===== config.mk =====
export PLATFORM = sky130hd
export DESIGN_NAME = vga_rect_fill
export DESIGN_NICKNAME = d
export VERILOG_FILES = /design/src/rtl/vga_rect_fill.sv
export SDC_FILE = /design/constraint.sdc
export NUM_CORES = 1
export LEC_CHECK = 0
export ABC_AREA = 1
export BUFFER_PORTS_ARGS = -buffer_cell sky130_fd_sc_hd__clkbuf_2
export CELL_PAD_IN_SITES_DETAIL_PLACEMENT = 1
export CELL_PAD_IN_SITES_GLOBAL_PLACEMENT = 1
export CORE_MARGIN = 5
export CORE_UTILIZATION = 37
export DETAILED_ROUTE_END_ITERATION = 16
export PLACE_DENSITY_LB_ADDON = 0.1
export SLEW_MARGIN = 25
export SYNTH_ARGS = -nofsm -noshare
export SYNTH_HDL_FRONTEND = slang
export SYNTH_SLANG_ARGS = --single-unit

===== constraint.sdc =====
create_clock -name clk_i -period 2 [get_ports clk_i]
set_clock_uncertainty 0.1 [all_clocks]
set_input_delay 0.1 -clock clk_i [delete_from_list [all_inputs] [get_ports clk_i]]
set_output_delay 0.1 -clock clk_i [all_outputs]
set_load 0.05 [all_outputs]

===== src/rtl/vga_rect_fill.sv =====
// Rectangle draw engine feeding the framebuffer write port; writes one pixel per clock.
// Latency: START -> first pixel on the next cycle; DONE one cycle after the last pixel.
// Backpressure: an MCU write (mcu_we_i) takes the port and the engine holds its pixel for retry.
module vga_rect_fill #(
    parameter int H_PIX = 80,
    parameter int V_PIX = 60
) (
    input  logic        clk_i,
    input  logic        rst_i,
    input  logic [6:0]  x0_i,
    input  logic [5:0]  y0_i,
    input  logic [6:0]  x1_i,
    input  logic [5:0]  y1_i,
    input  logic [7:0]  color_i,
    input  logic        outline_i,
    input  logic        start_i,
    input  logic [12:0] mcu_wa_i,
    input  logic [7:0]  mcu_wd_i,
    input  logic        mcu_we_i,
    output logic [12:0] wa_o,
    output logic [7:0]  wd_o,
    output logic        we_o,
    output logic        busy_o,
    output logic        done_o
);

    localparam logic [6:0] X_MAX = 7'(H_PIX - 1);
    localparam logic [5:0] Y_MAX = 6'(V_PIX - 1);

    typedef enum logic [1:0] {
        IDLE = 2'd0,
        RUN  = 2'd1,
        FIN  = 2'd2
    } state_t;

    state_t      state_q, state_d;
    logic [6:0]  cx_q, cx_d;
    logic [5:0]  cy_q, cy_d;
    logic [6:0]  x0_q, x0_d;
    logic [5:0]  y0_q, y0_d;
    logic [6:0]  xe_q, xe_d;
    logic [5:0]  ye_q, ye_d;
    logic [7:0]  color_q, color_d;
    logic        outline_q, outline_d;

    logic [6:0]  xe_in;
    logic [5:0]  ye_in;
    logic        border;

    // Clip the far corner to the visible area before it is latched.
    always_comb begin
        xe_in = (x1_i > X_MAX) ? X_MAX : x1_i;
        ye_in = (y1_i > Y_MAX) ? Y_MAX : y1_i;
    end

    // State and command registers.
    always_ff @(posedge clk_i) begin
        if (rst_i) begin
            state_q   <= IDLE;
            cx_q      <= '0;
            cy_q      <= '0;
            x0_q      <= '0;
            y0_q      <= '0;
            xe_q      <= '0;
            ye_q      <= '0;
            color_q   <= '0;
            outline_q <= 1'b0;
        end else begin
            state_q   <= state_d;
            cx_q      <= cx_d;
            cy_q      <= cy_d;
            x0_q      <= x0_d;
            y0_q      <= y0_d;
            xe_q      <= xe_d;
            ye_q      <= ye_d;
            color_q   <= color_d;
            outline_q <= outline_d;
        end
    end

    // Next state: accept a command in IDLE, raster-scan in RUN, pulse DONE in FIN.
    always_comb begin
        state_d   = state_q;
        cx_d      = cx_q;
        cy_d      = cy_q;
        x0_d      = x0_q;
        y0_d      = y0_q;
        xe_d      = xe_q;
        ye_d      = ye_q;
        color_d   = color_q;
        outline_d = outline_q;
        case (state_q)
            IDLE: begin
                if (start_i) begin
                    x0_d      = x0_i;
                    y0_d      = y0_i;
                    xe_d      = xe_in;
                    ye_d      = ye_in;
                    color_d   = color_i;
                    outline_d = outline_i;
                    // An off-screen or inverted corner pair draws nothing.
                    if ((x0_i > xe_in) || (y0_i > ye_in)) begin
                        state_d = FIN;
                    end else begin
                        cx_d    = x0_i;
                        cy_d    = y0_i;
                        state_d = RUN;
                    end
                end
            end
            RUN: begin
                // The counters only move when the pixel actually got the port.
                if (!mcu_we_i) begin
                    if (cx_q == xe_q) begin
                        cx_d = x0_q;
                        if (cy_q == ye_q) begin
                            state_d = FIN;
                        end else begin
                            cy_d = cy_q + 6'd1;
                        end
                    end else begin
                        cx_d = cx_q + 7'd1;
                    end
                end
            end
            FIN:     state_d = IDLE;
            default: state_d = IDLE;
        endcase
    end

    // Write-port mux: MCU first, then the engine; outline mode masks interior pixels.
    always_comb begin
        border = (cx_q == x0_q) || (cx_q == xe_q) || (cy_q == y0_q) || (cy_q == ye_q);
        wa_o   = mcu_wa_i;
        wd_o   = mcu_wd_i;
        we_o   = mcu_we_i;
        if (!mcu_we_i && !rst_i && (state_q == RUN)) begin
            wa_o = {cy_q, cx_q};
            wd_o = color_q;
            we_o = !outline_q || border;
        end
    end

    assign busy_o = (state_q == RUN);
    assign done_o = (state_q == FIN);

endmodule


==> flow_summary_export.csv, run 1 <==
group,metric,value,unit
run_status,outcome,"complete, but fails checks",
run_status,violations,"negative setup slack",
place,place_area,4000,µm²
sta,period_minus_slack,2.08,ns
power,p_sw_frac,0.476,
synthesis,syn-num-nets,558,
route,drc,0,
synthesis,synth_edf_count,0,
route,maxUsedRoutingLayer,"met4",
power,ir_drop,0.000602,V
floorplanning,io_pins,84,
setup_path,cp-end-kind,"primary output",
sta,fin_crit_sh,1.04,
sta,whs,0.0129,ns
worst_hold_path,hold_path.class,"input pin to flop",
power,pwr-share-comb,0.583,
power,switching_power,2.73,mW
place,port_buffers,83,
sta,tightest_slew,0.480,ns
route,postRouteAntennaNets,0,
sta,fin_ws,-0.0788,ns
cts,tritoncts,"yes",
setup_path,critPathMaxFanout,4,
cells_and_area,final_layout_size_suffix_gt1_frac,0.325,
cells_and_area,n_antenna_cell,0,
route,wire_per_inst,17.1,µm
synthesis,synth.cell_area,3180,µm²
power,p_int,3.00,mW
floorplanning,die_w,103,µm
sta,final-setup-viol-count,7,
synthesis,yosysWarnings,0,
sta,drv_slew,0,
floorplanning,core_area,8300,µm²
grt,track_usage,0.225,
cells_and_area,final_cell_mix,"nand2_1, nor2_1, clkbuf_2, o21ai_0",
grt,grt_pass1_vias,3975,
setup_path,crit_required,1.80,ns
cells_and_area,layout_commonest_cell,"nand2_1",
synthesis,syn_inst,484,
cts,cts.clk_slew.worst_paths,0.11,ns
sta,rsz0062_at_grt,"true",
synthesis,seq_area_frac_synth,0.315,
floorplanning,die_height,103,µm
route,drt-met1-wl,4900,µm
grt,antenna_found_initial,0,
power,power.density,1200,nW/µm²
cts,htree_levels,2,
sta,relSlewSlack,0.680,
power,power_frac_clock,0.133,
cts,cts_buffers,5,
grt,grt_max_degree,47,
power,power_frac_seq,0.283,
synthesis,synthArstFlopShare,0,
synthesis,yosys.cell_types.count,33,
place,hpwl,8370,µm
power,power.leakage,2.29,nW
route,met2_length,6820,µm
cts,insertion_delay,0.32,ns
grt,grt_pass1_wl,18700,µm
route,vias,3709,
route,viasPerCell,5.15,
run,maxCapViolCount,0,
cells_and_area,final_area,4780,µm²
route,finalWirelength,12300,µm
grt,grt-ovfl-total,0,
cts,cts_sinks,50,
sta,max_freq,481,MHz
synthesis,synth.avg_cell_area,6.57,µm²
synthesis,ys_ff_latch,50,
cells_and_area,final_util,0.576,
floorplanning,rows,33,
route,drt_iter0_drc,120,
setup_path,cp-start-kind,"flop",
place,gp_congestion,0.823,
cts,root_buffer,"clkbuf_8",
setup_path,path_class,"flop to primary output",
floorplanning,start_util,0.383,
setup_path,worstPathArrival,1.88,ns
sta,final_hold_viol_count,0,
route,drt_pre_antenna_iters,4,
cells_and_area,final_net_count,688,
synthesis,synthFlopType,"dfxtp_1",
cells_and_area,syn2layout_area_growth,50.4,%
floorplanning,dieArea,10600,µm²
route,route.met3.wl,295,µm
cts,cts_buffer_depth,2,
-- layer usage --
| metal | up-vias | global-route usage |
|---|---|---|
| met4 | 0 | 0.0545 |
| met3 | 24 | 0.0284 |
| met2 | 61 | 0.452 |
| met1 | 1798 | 0.246 |
| met5 | - | 0 |
| li1 | 1826 | - |
-- final cells by class --
class	count	area, µm²
inverters	43	164
fillers	1066	3520
repair buffers	143	1160
multi-input cells	371	2180
clock inverters	3	45.0
well taps	105	131
flip-flops and latches	50	1030
clock buffers	5	68.8
-- state kept, by name, indices dropped and copies added, names as in the netlist, 2 cells and up --
name,flops
color_q,8
cx_q,7
cy_q,6
state_q,2
x0_q,7
xe_q,7
y0_q,6
ye_q,6
-- final timing paths --
kind | start | end | slack (ns) | depth (start not counted)
worst max-delay path | cx_q[1] | we_o | -0.08 | 9
worst min-delay path | y0_i[0] | y0_q[0] | 0.01 | 3
worst max register to register | cx_q[1] | cy_q[2] | -0.03 | 11
worst min register to register | xe_q[5] | xe_q[5] | 0.41 | 2
-- cell usage after synthesis (3+ instances only) --
library cell,n,area share
a211oi_1,3,0.0071
a21oi_1,24,0.038
inv_1,41,0.048
xnor2_1,11,0.030
nand4_1,7,0.014
nor2_2,4,0.0079
clkbuf_1,14,0.017
nand2_1,101,0.12
xor2_1,14,0.039
nand3_1,22,0.035
nand2_2,3,0.0059
dfxtp_1,50,0.31
nor2_1,81,0.096
o21ai_0,60,0.094
buf_2,5,0.0079
ha_1,14,0.055
nor4_1,3,0.0059
a31oi_1,4,0.0079
nor3_1,3,0.0047
-- metrics by stage --
stage	worst slack [ns]	TNS (ns)	instances	power, mW
2_1_floorplan	-0.0768	-0.843	484	3.32
3_3_place_gp	-0.0315	-0.177	676	4.13
3_5_place_dp	-0.149	-1.38	676	4.23
4_1_cts	-0.0119	-0.0119	714	5.26
5_1_grt	-0.198	-1.15	720	6.10
6_report	-0.0788	-0.182	720	5.73
-- logic make-up after synthesis --
logic type,Yosys count,share of synthesized area
fa+ha+maj,14,0.0551
xor+xnor,25,0.0688
compound gates,98,0.169
buf+inv,65,0.0806
flops,50,0.315
simple gates,232,0.312
-- worst max-delay path, cell delays in order, from the launching register on --
cell and delay, ns:
dfxtp_2 0.36, xnor2_1 0.22, nand4_1 0.21, nor2_4 0.16
buf_6 0.15, a31oi_4 0.04, nand4_1 0.09, nand2_1 0.06
nand2_2 0.11, buf_12 0.15
-- timing repair --
| item | in CTS | in global routing |
|---|---|---|
| cloned | 0 | 2 |
| gates resized for setup | 35 | 58 |
| setup buffers | 1 | 6 |
| pin swaps | 4 | 20 |
| hold buffers | 29 | 0 |
| setup endpoints to repair | 22 | 35 |
| endpoints found under the hold margin | 30 | 0 |
-- power by group through the flow --
stage               clock, mW  sequential (mW)  combinational, mW
floorplan                   0             1.50               1.83
global placement            0             1.58               2.55
detailed placement          0             1.59               2.64
CTS                     0.771             1.60               2.89
global route            0.826             1.66               3.61
finish                  0.764             1.62               3.34
Note: power is estimated with default switching activity, not from simulation.
==> run 2, diff against run 1 <==
--- a/config.mk
+++ b/config.mk
@@ -9,10 +9,11 @@
 export BUFFER_PORTS_ARGS = -buffer_cell sky130_fd_sc_hd__clkbuf_2
 export CELL_PAD_IN_SITES_DETAIL_PLACEMENT = 1
 export CELL_PAD_IN_SITES_GLOBAL_PLACEMENT = 1
-export CORE_MARGIN = 5
+export CORE_MARGIN = 2
 export CORE_UTILIZATION = 37
 export DETAILED_ROUTE_END_ITERATION = 16
 export PLACE_DENSITY_LB_ADDON = 0.1
+export SETUP_SLACK_MARGIN = 0.4
 export SLEW_MARGIN = 25
 export SYNTH_ARGS = -nofsm -noshare
 export SYNTH_HDL_FRONTEND = slang
==> run 2 against run 1 <==
  * The run now fails in 5_1_grt
  * Area after synthesis unchanged
  * Synthesized cell count unchanged
==> flow_summary_export.csv, run 2 <==
group,metric,value,unit
synthesis,synth.avg_cell_area,6.57,µm²
floorplanning,io_pins,84,
synthesis,synth.cell_area,3180,µm²
synthesis,syn-num-nets,558,
cts,cts_buffer_depth,2,
synthesis,synthTopCellsByCount,"nand2_1, nor2_1, o21ai_0",
place,dpl.cell_count,682,
synthesis,yosysWarnings,0,
place,hpwl,8300,µm
synthesis,yosysMostFrequentCell,"nand2_1",
synthesis,synthFlopType,"dfxtp_1",
synthesis,yosysTopAreaCell,"dfxtp_1",
synthesis,synth_edf_count,0,
place,port_buffers,83,
cts,root_buffer,"clkbuf_8",
floorplanning,die_height,96.7,µm
cts,cts_buffers,5,
synthesis,synthArstFlopShare,0,
grt,grt-ovfl-total,112,
cts,cts_sinks,50,
place,gp_congestion,0.897,
grt,grt_max_degree,35,
cts,htree_levels,2,
synthesis,syn_inst,484,
synthesis,synth_top_area_frac,0.315,
grt,track_usage,0.719,
run_status,lastStage,"5_1_grt",
floorplanning,die_w,96.7,µm
sta,worst_endpoint,"we_o",
synthesis,seq_area_frac_synth,0.315,
run_status,outcome,"stopped before the end",
floorplanning,rows,33,
synthesis,synthTopCellsByArea,"dfxtp_1, nand2_1, nor2_1",
synthesis,ys_ff_latch,50,
synthesis,yosys.cell_types.count,33,
run_status,error,"[ERROR GRT-0232] Routing congestion too high. Check the congestion heatmap in the GUI.",
floorplanning,start_util,0.385,
sta,worst_path_end_type,"top-level output",
grt,antenna_found_initial,1,
place,dpl_worst_slack,-0.160,ns
==> run 2: cell counts after synthesis <==
No cell type changed its count.
==> run 2: metrics by stage <==
step / TNS [ns] / instance area [µm²] / hold WS [ns]
after floorplan: 0 / 3390 / 0.0691
after global placement: -0.0342 / 4110 / 0.223
after CTS: -0.0363 / 5490 / 0.000596
after detailed placement: -1.46 / 4110 / 0.235
==> run 2: cells by family after synthesis <==
family                     synth area share
DFF                                   0.315
adders and majority gates            0.0551
buffers and inverters                0.0806
xor gates and xnor gates             0.0688
AOI/OAI and AO/OA                     0.169
and+or+nand+nor                       0.312
==> run 2: timing repair <==
action                                 CTS
hold buffers                            24
gates cloned                             6
setup buffers                           26
pin swaps                               28
endpoints found under the hold margin   24
setup endpoints to repair               37
gates resized for setup                189
==> run 2: layer usage <==
metal	global-route usage	overflow
met5	0.00549	0
met4	0.829	42
met1	0.702	0
met2	0.932	68
met3	0.480	2
==> run 3, diff against run 2 <==
==> config.mk (replaced) <==
export PLATFORM = sky130hd
export DESIGN_NAME = vga_rect_fill
export DESIGN_NICKNAME = d
export VERILOG_FILES = /design/src/rtl/vga_rect_fill.sv
export SDC_FILE = /design/constraint.sdc
export NUM_CORES = 1
export LEC_CHECK = 0
export ABC_AREA = 1
export BUFFER_PORTS_ARGS = -buffer_cell sky130_fd_sc_hd__clkbuf_2
export CORE_MARGIN = 2
export CORE_UTILIZATION = 32
export DETAILED_ROUTE_END_ITERATION = 16
export PLACE_DENSITY_LB_ADDON = 0.15
export SLEW_MARGIN = 25
export SYNTH_ARGS = -nofsm -noshare
export SYNTH_HDL_FRONTEND = slang
export SYNTH_SLANG_ARGS = --single-unit
==> run 3 against run 2 <==
  * The run now ends clean
==> flow_summary_export.csv, run 3 (same netlist as run 1, synthesis figures left out) <==
group,metric,value,unit
grt,grt_pass1_wl,16100,µm
sta,fin_crit_sh,0.993,
cells_and_area,n_antenna_cell,0,
setup_path,crit_required,1.80,ns
setup_path,path_class,"flop to primary output",
floorplanning,die_w,104,µm
cts,tritoncts,"yes",
cts,root_buffer,"clkbuf_8",
cts,htree_levels,2,
cts,cts_sinks,50,
cells_and_area,nFillCells,1000,
floorplanning,die_height,104,µm
floorplanning,rows,36,
floorplanning,core_area,9730,µm²
worst_hold_path,min_from,"y0_i[5]",
sta,final_hold_viol_count,0,
sta,drv_slew,0,
cells_and_area,final_layout_size_suffix_gt1_frac,0.313,
run,maxCapViolCount,0,
route,drt_pre_antenna_iters,4,
grt,grt_pass1_vias,3391,
place,hpwl,7290,µm
cells_and_area,top_register,"color_q",
power,power.leakage,2.29,nW
route,drt_iter0_drc,152,
grt,track_usage,0.182,
place,gp_congestion,0.863,
setup_path,r2r_start,"cx_q[6]",
grt,grt_max_degree,31,
sta,tightest_slew,0.453,ns
cts,cts_buffer_depth,2,
cells_and_area,multi_input_area,2130,µm²
route,wire_per_inst,13.5,µm
route,drc,0,
setup_path,crit_path_start,"cx_q[4]",
setup_path,critPathMaxFanout,3,
sta,max_freq,504,MHz
place,port_buffers,83,
sta,period_minus_slack,1.99,ns
worst_hold_path,hold_path.class,"input pin to flop",
route,postRouteAntennaNets,0,
route,finalWirelength,10100,µm
grt,grt-ovfl-total,0,
setup_path,cp-start-kind,"flop",
floorplanning,start_util,0.327,
floorplanning,dieArea,10800,µm²
cells_and_area,largest_reg_flops,8,
route,viasPerCell,4.76,
power,ir_drop,0.000580,V
sta,rsz0062_at_grt,"true",
sta,relSlewSlack,0.697,
cts,insertion_delay,0.31,ns
power,power,5.56,mW
setup_path,cp-end-kind,"primary output",
cts,cts_buffers,5,
sta,setup_tns,0,ns
cells_and_area,layout_commonest_cell,"nand2_1",
cells_and_area,syn2layout_area_growth,49.4,%
route,vias,3588,
cts,cts.clk_slew.worst_paths,0.10,ns
grt,antenna_found_initial,0,
sta,final-setup-viol-count,0,
setup_path,worstPathArrival,1.79,ns
floorplanning,io_pins,84,
cells_and_area,final-seq-area,1020,µm²
run_status,outcome,"completed",
cells_and_area,final_cell_mix,"nand2_1, nor2_1, clkbuf_2, o21ai_0, dfxtp_1",
cells_and_area,final_net_count,693,
power,power.density,1170,nW/µm²
==> run 3: layer usage <==
layer,vias to the layer above,GRT usage,part of all wire
met4,0,0.0598,0.025
li1,1841,-,-
met2,68,0.319,0.50
met1,1660,0.226,0.45
met3,19,0.0302,0.029
met5,-,0,0
==> run 3: metrics by stage <==
step / instance area, µm² / hold WS, ns / util / cells / setup WS [ns]
2_1_floorplan: 3180 / 0.0691 / - / 484 / -0.0768
3_3_place_gp: 4010 / 0.227 / 0.412 / 704 / -0.0169
3_5_place_dp: 4010 / 0.231 / 0.412 / 704 / -0.0769
4_1_cts: 4520 / 0.00228 / 0.464 / 746 / -0.0594
5_1_grt: 4750 / 0.0235 / 0.488 / 753 / -0.0847
6_report: 4750 / 0.0159 / 0.488 / 753 / 0.0146
==> run 3: worst max-delay path, cell delays in order, from the launching register on <==
cell	delay, ns
dfxtp_4	0.38
buf_4	0.12
xor2_2	0.16
nand2b_4	0.16
nor2_4	0.05
a31oi_2	0.18
nand4_1	0.12
nand2_2	0.10
nand2_2	0.06
buf_12	0.14
==> run 3: area by class of cell <==
| cell class | count | share of cell area |
|---|---|---|
| Clock buffer | 7 | 0.0161 |
| Clock inverter | 1 | 0.00632 |
| Inverter | 43 | 0.0340 |
| Timing Repair Buffer | 148 | 0.245 |
| Tap cell | 133 | 0.0350 |
| Multi-Input combinational cell | 371 | 0.449 |
| Sequential cell | 50 | 0.214 |
==> run 3: worst paths after layout <==
path,slack [ns],cells after the start,endpoint
setup / recovery,0.01,9,we_o
hold / removal,0.02,3,y0_q[5]
setup reg to reg,0.10,12,cy_q[1]
hold reg to reg,0.40,2,xe_q[5]
==> run 3: power by group <==
group          switching [mW]  total [mW]  internal, mW  leakage (nW)
clock network           0.353       0.728         0.375        0.0524
logic                    1.92        3.24          1.32          1.82
registers               0.280        1.59          1.31         0.417
==> run 3: what timing repair did <==
action,in CTS,in global routing
resized for setup,25,56
cloned,0,2
pin swaps,7,25
hold endpoints to repair,31,0
setup endpoints to repair,20,32
buffers inserted,6,8
hold buffers,28,0
==> run 4, diff against run 3 <==
--- a/config.mk
+++ b/config.mk
@@ -9,6 +9,7 @@
 export BUFFER_PORTS_ARGS = -buffer_cell sky130_fd_sc_hd__clkbuf_2
 export CORE_MARGIN = 2
 export CORE_UTILIZATION = 32
+export CTS_BUF_LIST = sky130_fd_sc_hd__clkbuf_4 sky130_fd_sc_hd__clkbuf_8 sky130_fd_sc_hd__clkbuf_16
 export DETAILED_ROUTE_END_ITERATION = 16
 export PLACE_DENSITY_LB_ADDON = 0.15
 export SLEW_MARGIN = 25
==> run 4 against run 3 <==
  * Cell count grew 0.13%
  * Core utilization is 0.23 points lower
  * Via count rose by 0.17%
  * Combinational power fell by 2%
  * Fmax decreased by 0.31%
  * Non-clock buffer count is 1 higher
  * Clock power rose by 4.1%
  * Die area unchanged
  * Critical path type unchanged
==> flow_summary_export.csv, run 4 (same netlist as run 1, synthesis figures left out) <==
group,metric,value,unit
cells_and_area,final_net_count,694,
setup_path,cp_slowest_cell,"dfxtp_2",
floorplanning,dieArea,10800,µm²
run_status,outcome,"completed",
sta,final-setup-viol-count,0,
floorplanning,start_util,0.327,
place,port_buffers,83,
place,gp_congestion,0.863,
setup_path,max_stage_delay,0.34,ns
route,drt_iter0_drc,143,
cts,root_buffer,"clkbuf_8",
floorplanning,core_area,9730,µm²
sta,final_hold_viol_count,0,
sta,period_minus_slack,1.99,ns
setup_path,cp_cell_sequence,"buf_6, xor2_4, nor4_4, a31oi_2, nand4_1, nand2_2, nand2_2, buf_12",
cells_and_area,final_layout_size_suffix_gt1_frac,0.306,
route,finalWirelength,10100,µm
floorplanning,die_height,104,µm
power,ir_drop,0.000582,V
power,power.density,1170,nW/µm²
sta,rsz0062_at_grt,"true",
route,postRouteAntennaNets,0,
cells_and_area,largest_reg_flops,8,
route,drt_pre_antenna_iters,4,
sta,whs,0.0124,ns
sta,tightest_slew,0.389,ns
route,wire_per_inst,13.4,µm
cts,cts_sinks,50,
cts,cts_buffers,5,
cts,tritoncts,"yes",
route,viasPerCell,4.77,
cts,insertion_delay,0.31,ns
run,maxCapViolCount,0,
setup_path,worstPathArrival,1.79,ns
cells_and_area,syn2layout_area_growth,48.7,%
sta,fin_crit_sh,0.996,
grt,track_usage,0.181,
grt,grt_pass1_vias,3389,
place,dpl_worst_slack,-0.0769,ns
setup_path,cp-end-kind,"primary output",
grt,grt_pass1_wl,16000,µm
grt,grt-ovfl-total,0,
sta,relSlewSlack,0.740,
cts,cts_buffer_depth,2,
setup_path,critPathMaxFanout,4,
cells_and_area,final_area,4730,µm²
sta,max_freq,502,MHz
place,place_area,4010,µm²
floorplanning,die_w,104,µm
cells_and_area,top_register,"color_q",
sta,drv_slew,0,
cells_and_area,layout_commonest_cell,"nand2_1",
setup_path,crit_required,1.80,ns
sta,fin_ws,0.00850,ns
setup_path,r2r_setup_slack,0.10,ns
place,hpwl,7290,µm
floorplanning,rows,36,
worst_hold_path,hold_path.class,"input pin to flop",
cells_and_area,final_cell_mix,"nand2_1, nor2_1, clkbuf_2, o21ai_0, dfxtp_1",
route,drc,0,
grt,antenna_found_initial,0,
grt,grt_max_degree,31,
floorplanning,io_pins,84,
setup_path,path_common_cell,"nand2_2",
setup_path,cp-start-kind,"flop",
route,vias,3594,
setup_path,path_class,"flop to primary output",
cells_and_area,final_util,0.486,
cts,cts.clk_slew.worst_paths,0.10,ns
cts,htree_levels,2,
cells_and_area,n_antenna_cell,0,
power,power.leakage,2.28,nW
[run 4: cell count changes in the layout (fill, tap and decap cells not counted), sizes merged]
cell,delta
dlygate4sd3,+2
dlymetal6s4s,-2
clkbuf,+1
[run 4: worst paths after layout]
path / from / end / depth (start not counted)
worst max-delay path: cx_q[6] / we_o / 8
worst min-delay path: y0_i[5] / y0_q[5] / 3
worst max register to register: cx_q[5] / cy_q[1] / 11
worst min register to register: xe_q[5] / xe_q[5] / 2
[run 4: what timing repair did]
item | CTS | global route
pin swaps | 7 | 18
cloned | 0 | 2
hold endpoints to repair | 31 | 0
hold buffers | 28 | 0
endpoints found under the setup margin | 20 | 32
gates resized for setup | 25 | 44
buffers inserted | 6 | 8
[run 4: per-stage QoR]
step                      TNS [ns]  total power, mW  std cells
final                            0             5.53        754
after global routing        -0.138             5.92        754
after CTS                  -0.0752             5.12        746
after detailed placement    -0.652             4.15        704
after global placement     -0.0454             4.14        704
after floorplan             -0.843             3.32        484
[run 4: where the power goes]
group          total, mW  internal (mW)  switching [mW]
clock network      0.758          0.403           0.355
logic               3.18           1.29            1.89
registers           1.59           1.31           0.277
[run 4: critical path: cells and delay by family (launching register included)]
| kind | cells | cell delay (ns) |
|---|---|---|
| AND/OR/NAND/NOR | 4 | 0.59 |
| flip-flops | 1 | 0.34 |
| buffers and inverters | 2 | 0.26 |
| XOR/XNOR | 1 | 0.15 |
| AO/OA/AOI/OAI | 1 | 0.15 |
[run 4: final cells by class]
cell class | instances | area [µm²]
inverters | 43 | 161
flip-flops and latches | 50 | 1020
clock buffers | 7 | 83.8
repair buffers | 149 | 1160
fillers | 1006 | 5000
well taps | 133 | 166
multi-input cells | 371 | 2110
clock inverters | 1 | 30.0
[run 4: metal layers]
metal / track usage / part of all wire
met2: 0.317 / 0.49
met3: 0.0302 / 0.032
met5: 0 / 0
met1: 0.226 / 0.45
met4: 0.0608 / 0.027
